$ cat src/rtl/imem_load_ctrl_pkg.sv
// Shared definitions for the instruction-memory load/fetch sequencer:
// state encodings, default geometry and the filler opcode used on idle write cycles.
package imem_load_ctrl_pkg;

    typedef enum logic [1:0] {
        ST_IDLE = 2'd0,
        ST_LOAD = 2'd1,
        ST_RUN  = 2'd2,
        ST_HALT = 2'd3
    } imem_state_e;

    localparam int          NUM_WORD_DEF = 16;
    localparam int          PREFETCH_DEF = 4;
    localparam logic [31:0] NOOP         = 32'hFC00_003F;

    function automatic logic pops_allowed(input imem_state_e s);
        return (s == ST_LOAD) || (s == ST_RUN);
    endfunction

endpackage

$ cat src/rtl/imem_load_ctrl_fetch_pc.sv
// Fetch program counter: redirect beats stall/STOP, sequential advance never
// passes the write pointer, and out-of-range redirect targets are flagged.
module imem_fetch_pc
    import imem_load_ctrl_pkg::*;
#(
    parameter int NUM_WORD = NUM_WORD_DEF
) (
    input  logic        clk,
    input  logic        rst_n,
    input  logic        en_i,
    input  logic        stall_i,
    input  logic        mem_stop_i,
    input  logic        redirect_valid_i,
    input  logic [31:0] redirect_addr_i,
    input  logic [31:0] wr_ptr_i,
    output logic [31:0] rd_addr_o,
    output logic        bad_redirect_o,
    output logic        advance_o
);

    localparam logic [31:0] NUM_WORD_U = 32'(NUM_WORD);

    logic [31:0] rd_addr_q, rd_addr_d;
    logic        bad_redirect_q, bad_redirect_d;
    logic [31:0] rd_addr_inc;

    assign rd_addr_inc = rd_addr_q + 32'd1;

    // An advance attempt is any fetch cycle not consumed by a redirect or a hold.
    assign advance_o = en_i & ~redirect_valid_i & ~stall_i & ~mem_stop_i;

    always_comb begin
        rd_addr_d      = rd_addr_q;
        bad_redirect_d = bad_redirect_q;
        if (en_i) begin
            if (redirect_valid_i) begin
                if (redirect_addr_i < NUM_WORD_U) begin
                    rd_addr_d = redirect_addr_i;
                end else begin
                    bad_redirect_d = 1'b1;
                end
            end else if (!(stall_i || mem_stop_i)) begin
                if (rd_addr_inc < wr_ptr_i) begin
                    rd_addr_d = rd_addr_inc;
                end
            end
        end
    end

    always_ff @(posedge clk or negedge rst_n) begin
        if (!rst_n) begin
            rd_addr_q      <= 32'd0;
            bad_redirect_q <= 1'b0;
        end else begin
            rd_addr_q      <= rd_addr_d;
            bad_redirect_q <= bad_redirect_d;
        end
    end

    assign rd_addr_o      = rd_addr_q;
    assign bad_redirect_o = bad_redirect_q;

endmodule

$ cat src/rtl/imem_load_ctrl.sv
// Loads a 16-word instruction memory from a show-ahead FIFO and sequences
// its fetch side once enough words are resident.
//
//  state | meaning
//  IDLE  | waiting for the first FIFO word
//  LOAD  | popping/writing words, fetch not yet enabled
//  RUN   | fetch enabled, loading continues until memory is full
//  HALT  | fetch ran off the top of memory; left only by reset
module imem_load_ctrl
    import imem_load_ctrl_pkg::*;
#(
    parameter int NUM_WORD = NUM_WORD_DEF,
    parameter int PREFETCH = PREFETCH_DEF
) (
    input  logic        clk,
    input  logic        rst_n,
    input  logic        fifo_empty_i,
    input  logic [32:0] fifo_rdata_i,
    output logic        fifo_rd_en_o,
    output logic [31:0] wr_addr_o,
    output logic [32:0] wr_data_o,
    output logic [31:0] rd_addr_o,
    output logic        pc_start_o,
    input  logic        mem_stop_i,
    input  logic        stall_i,
    input  logic        redirect_valid_i,
    input  logic [31:0] redirect_addr_i,
    output logic        load_done_o,
    output logic        bad_redirect_o,
    output logic [1:0]  state_o
);

    localparam logic [31:0] NUM_WORD_U = 32'(NUM_WORD);
    localparam logic [31:0] PREFETCH_U = 32'(PREFETCH);
    localparam logic [31:0] TOP_ADDR   = NUM_WORD_U - 32'd1;

    imem_state_e state_q, state_d;
    logic [31:0] wr_ptr_q, wr_ptr_d;
    logic [31:0] wr_addr_q, wr_addr_d;
    logic [32:0] wr_data_q, wr_data_d;
    logic        pc_start_q, pc_start_d;
    logic        load_done_q, load_done_d;

    logic        mem_full;
    logic        pop;
    logic        fetch_en;
    logic        fetch_advance;

    assign mem_full = (wr_ptr_q == NUM_WORD_U);
    assign pop      = pops_allowed(state_q) & ~fifo_empty_i & (wr_ptr_q < NUM_WORD_U);
    assign fetch_en = (state_q == ST_RUN);

    always_comb begin
        state_d     = state_q;
        wr_ptr_d    = wr_ptr_q;
        wr_addr_d   = wr_addr_q;
        wr_data_d   = {1'b0, NOOP};
        pc_start_d  = pc_start_q;
        load_done_d = load_done_q | mem_full;

        // Words with the valid bit clear are consumed but never written.
        if (pop && fifo_rdata_i[32]) begin
            wr_addr_d = wr_ptr_q;
            wr_data_d = fifo_rdata_i;
            wr_ptr_d  = wr_ptr_q + 32'd1;
        end

        case (state_q)
            ST_IDLE: begin
                if (!fifo_empty_i) begin
                    state_d = ST_LOAD;
                end
            end
            ST_LOAD: begin
                if ((wr_ptr_q >= PREFETCH_U) || (fifo_empty_i && (wr_ptr_q != 32'd0))) begin
                    state_d    = ST_RUN;
                    pc_start_d = 1'b1;
                end
            end
            ST_RUN: begin
                if ((rd_addr_o == TOP_ADDR) && fetch_advance) begin
                    state_d    = ST_HALT;
                    pc_start_d = 1'b0;
                end
            end
            ST_HALT: begin
                state_d = ST_HALT;
            end
            default: begin
                state_d = ST_IDLE;
            end
        endcase
    end

    always_ff @(posedge clk or negedge rst_n) begin
        if (!rst_n) begin
            state_q     <= ST_IDLE;
            wr_ptr_q    <= 32'd0;
            wr_addr_q   <= 32'd0;
            wr_data_q   <= 33'd0;
            pc_start_q  <= 1'b0;
            load_done_q <= 1'b0;
        end else begin
            state_q     <= state_d;
            wr_ptr_q    <= wr_ptr_d;
            wr_addr_q   <= wr_addr_d;
            wr_data_q   <= wr_data_d;
            pc_start_q  <= pc_start_d;
            load_done_q <= load_done_d;
        end
    end

    // Fetch sees the pre-pop write pointer, so a word written this cycle is
    // only fetchable from the next one.
    imem_fetch_pc #(
        .NUM_WORD (NUM_WORD)
    ) u_fetch_pc (
        .clk              (clk),
        .rst_n            (rst_n),
        .en_i             (fetch_en),
        .stall_i          (stall_i),
        .mem_stop_i       (mem_stop_i),
        .redirect_valid_i (redirect_valid_i),
        .redirect_addr_i  (redirect_addr_i),
        .wr_ptr_i         (wr_ptr_q),
        .rd_addr_o        (rd_addr_o),
        .bad_redirect_o   (bad_redirect_o),
        .advance_o        (fetch_advance)
    );

    assign fifo_rd_en_o = pop;
    assign wr_addr_o    = wr_addr_q;
    assign wr_data_o    = wr_data_q;
    assign pc_start_o   = pc_start_q;
    assign load_done_o  = load_done_q;
    assign state_o      = state_q;

endmodule

$ cat config.mk
export PLATFORM = sky130hd
export DESIGN_NAME = imem_load_ctrl
export DESIGN_NICKNAME = d
export VERILOG_FILES = /design/src/rtl/imem_load_ctrl_pkg.sv /design/src/rtl/imem_load_ctrl_fetch_pc.sv /design/src/rtl/imem_load_ctrl.sv
export SDC_FILE = /design/constraint.sdc
export NUM_CORES = 1
export LEC_CHECK = 0
export ABC_AREA = 1
export BUFFER_PORTS_ARGS = -buffer_cell sky130_fd_sc_hd__clkbuf_2
export CORE_MARGIN = 4
export CORE_UTILIZATION = 45
export CTS_CLUSTER_DIAMETER = 80
export DETAILED_ROUTE_END_ITERATION = 7
export HOLD_SLACK_MARGIN = 0.15
export PLACE_DENSITY_LB_ADDON = 0.3
export SETUP_SLACK_MARGIN = 0.15
export SKIP_LAST_GASP = 1
export SLEW_MARGIN = 0
export SYNTH_ARGS = -nofsm -noshare
export SYNTH_HDL_FRONTEND = slang
export SYNTH_SLANG_ARGS = --single-unit
$ cat constraint.sdc
create_clock -name clk -period 2.4 [get_ports clk]
set_input_delay 0.12 -clock clk [delete_from_list [all_inputs] [get_ports clk]]
set_output_delay 0.12 -clock clk [all_outputs]
set_load 0.02 [all_outputs]
==> impl_metrics.py <==
metrics = {
    "synthesis": {
        "synth_top_area_share": 0.460,
        "yosys.area.top_type": "dfrtp_1",
        "syn-instance-count": 938,
        "synth_area_per_cell_sq_um": 7.77,
        "yosysWarnings": 0,
        "ys_top_cells_by_area": "dfrtp_1 46%, nand2_1 15%, inv_1 6.8%",
        "syn_nets": 1046,
        "synth_edf_count": 0,
        "ys_seq_area_frac": 0.460,
        "ys_ff_latch": 134,
        "synthArstFlopShare": 1.00,
        "synth-main-ff-cell": "dfrtp_1",
        "synth_cell_type_count": 39,
        "syn_area_sq_mm": 0.00728,
    },
    "die": {
        "dieArea_sq_mm": 0.0183,
        "die_y_microns": 135,
        "start_util": 0.459,
        "num_rows": 46,
        "coreArea_sq_mm": 0.0159,
        "io_pins": 174,
        "die_x_microns": 135,
    },
    "critical_path": {
        "end_kind": "flop",
        "path_class": "flop to flop",
        "r2r_end": "u_fetch_pc.rd_addr_o[1]",
        "critical_path.startpoint": "u_fetch_pc.rd_addr_o[6]",
        "critPathRequiredTime_ns": 2.72,
        "start_kind": "flop",
        "crit_path_end": "u_fetch_pc.rd_addr_o[1]",
        "worstPathArrival_ns": 3.20,
        "rrSetupSlack_ns": -0.48,
        "rr_startpoint": "u_fetch_pc.rd_addr_o[6]",
        "cp_max_fo": 8,
        "reg2reg_depth": 18,
    },
    "placed_design": {
        "placed_cells": 1402,
        "pre_cts_ws_ns": -0.570,
        "place_hpwl_mm": 16.5,
        "io_buffers": 173,
        "gp_congestion": 0.906,
    },
    "finish": {
        "nets": 1417,
        "area_growth_pct": 59.9,
        "n_antenna_cell": 0,
        "fin_cells": 1538,
        "drive_above_1_share": 0.433,
        "num-fill-cells": 1162,
    },
    "timing": {
        "fin_crit_ns": 2.88,
        "setup_violations": 32,
        "finalHoldViolCount": 0,
        "drv_slew": 0,
        "slew_headroom": 0.419,
        "whs_ns": 0.197,
        "max_freq_ghz": 0.347,
        "period_share": 1.20,
        "worst_slack_ns": -0.480,
        "finalSetupTns_ns": -14.35,
        "skew_ns": 0.00785,
        "grt_setup_unrepaired": "true",
        "tightest_slew_ns": 0.869,
    },
    "cts": {
        "path_clk_slew_ns": 0.07,
        "cts_tree": "yes",
        "clock-sinks": 134,
        "cts_max_path_buffers": 2,
        "worstSkewPairLatency_ns": 0.43,
        "cts_root_buf": "clkbuf_16",
        "htreeDepth": 4,
        "cts_buffers": 17,
    },
    "global_routing": {
        "use_met3": 0.0739,
        "track_usage": 0.274,
        "grt_pass1_wl_mm": 38.9,
        "grtUsageMet1": 0.334,
        "grt_busiest_layer": "met2",
        "first_global_vias": 7719,
        "grt_start_max_net_pins": 66,
        "grtUsageMet2": 0.472,
        "antenna_found_initial": 0,
        "globalRoute.totalOverflow": 0,
    },
    "route": {
        "drt_iter0_markers": 612,
        "drtAntennaViolNets": 0,
        "num_vias": 7650,
        "wl_per_cell_microns": 16.9,
        "avgViaCountPerCell": 4.97,
        "wl_mm": 26.0,
        "first_pass_iters": 5,
        "drcViolationCount": 0,
    },
    "power": {
        "irDropWorstVdd_mv": 0.508,
        "pwr_density_cell_mw_per_mm2": 457,
        "leakage_nw": 6.53,
    },
    "min_path": {
        "min_path_type": "input port to flop",
        "worstHoldStart": "redirect_addr_i[19]",
    },
    "flow_run": {
        "cap_viol_max_count": 0,
    },
    "status": {
        "outcome": "finished, violations left",
        "violations": "negative setup slack",
    },
}
[cell type report]
type                       instances  area, sq um  area share
clock buffer                      17          425      0.0365
clock inverter                    15          203      0.0174
inverter                         137          514      0.0442
multi-input combinational        621         3980       0.342
sequential                       134         3380       0.290
tap                              216          270      0.0232
timing repair buffer             398         2870       0.247
[state kept, by name, indices dropped and copies added (netlist names)]
register and flops:
wr_addr_o 32, u_fetch_pc.rd_addr_o 32, wr_data_o 33, u_fetch_pc.bad_redirect_o 1
load_done_o 1, state_o 2, pc_start_o 1, wr_ptr_q 32
[stage by stage]
step / cell area, sq um / util / power (mW)
final: 11600 / 0.733 / 5.32
after global routing: 11600 / 0.733 / 5.48
after global placement: 9210 / 0.580 / 2.49
after CTS: 11000 / 0.691 / 5.35
after detailed placement: 9210 / 0.580 / 2.49
after floorplan: 7340 / - / 2.35
[cell usage after synthesis, types with 6 or more instances]
| master | count |
|---|---|
| clkbuf_1 | 35 |
| nor2_1 | 79 |
| nand4_1 | 13 |
| ha_1 | 37 |
| dfrtp_1 | 134 |
| buf_2 | 8 |
| nand3_1 | 72 |
| or2_1 | 12 |
| nand2_1 | 285 |
| xor2_1 | 12 |
| nor3_1 | 9 |
| o21ai_0 | 23 |
| a21oi_1 | 16 |
| buf_6 | 6 |
| nor2_2 | 14 |
| inv_1 | 132 |
[worst min-delay path by stage]
stage | to | slack, ns | cells after the start
2_1_floorplan | load_done_o | -0.18 | 0
3_3_place_gp | wr_data_o[8] | 0.14 | 1
3_5_place_dp | wr_data_o[13] | 0.14 | 1
4_1_cts | u_fetch_pc.bad_redirect_o | 0.18 | 6
5_1_grt | u_fetch_pc.bad_redirect_o | 0.26 | 6
6_report | u_fetch_pc.bad_redirect_o | 0.20 | 6
[cell usage in the layout (no fill, tap or decap), types with 4 or more instances in the layout]
cell           netlist  routed
ha_4                 0       7
dlygate4sd3_1        0      69
dfrtp_2              0      19
nor3_4               0       5
nand2_1            285     228
nand2_4              4      15
or2_1               12      12
nand3_2              1      22
buf_12               0       5
nand2_2              3      47
buf_6                6       6
inv_1              132     122
o21ai_0             23      21
inv_8                0       6
inv_2                4      14
xor2_2               2       5
nor2_1              79      52
nand3_1             72      49
o21ai_1              5       7
nor2_4               3      18
clkbuf_2             0     172
a21oi_1             16      13
dfrtp_1            134     115
or2_2                4       4
nand4_1             13      13
nand2_8              0       5
xor2_1              12       7
buf_4                0     143
ha_1                37      30
nor2_2              14      26
nor3_2               5       9
clkbuf_16            0      18
[kinds of logic (layout without fill, tap and decap cells)]
logic type / after synthesis / in the layout / share of synthesized area
buffers and inverters: 186 / 567 / 0.103
adder cells (fa/ha/maj): 37 / 37 / 0.0636
AND/OR/NAND/NOR: 516 / 519 / 0.316
flip-flops: 134 / 134 / 0.460
AO/OA/AOI/OAI: 51 / 51 / 0.0380
XOR/XNOR: 14 / 14 / 0.0189
[report_power, final]
part           internal, mW  switching [mW]  total, mW
Sequential             2.26               0       2.26
Combinational         0.141           0.141      0.281
Clock                  1.60            1.18       2.78
Total                  4.00            1.32       5.32
[metal layers]
layer | up-vias | part of all wire
li1 | 3629 | -
met1 | 3608 | 0.39
met2 | 340 | 0.50
met3 | 73 | 0.075
met4 | 0 | 0.035
met5 | - | 0
[worst max-delay path: stages (launching register included)]
cell,delay (ns)
dfrtp_2,0.46
nand2_4,0.13
nor2_4,0.05
buf_4,0.14
nand2_2,0.10
nor3_2,0.05
or2_2,0.28
and2_1,0.19
ha_1,0.31
a21oi_1,0.06
o21ai_1,0.12
nand2_1,0.08
a21oi_2,0.13
nor2_2,0.07
nand2_4,0.09
buf_12,0.16
nand2_8,0.11
nand2_1,0.13
nand2_1,0.07
[repair_timing]
item                                   4_1_cts  5_1_grt
resized for setup                           57      136
setup endpoints to repair                   32       33
hold buffers                                69        0
pin swaps                                   16       75
cloned                                       5        1
endpoints found under the hold margin      170        0
buffers inserted                            15       14
Note: power is estimated with default switching activity, not from simulation.
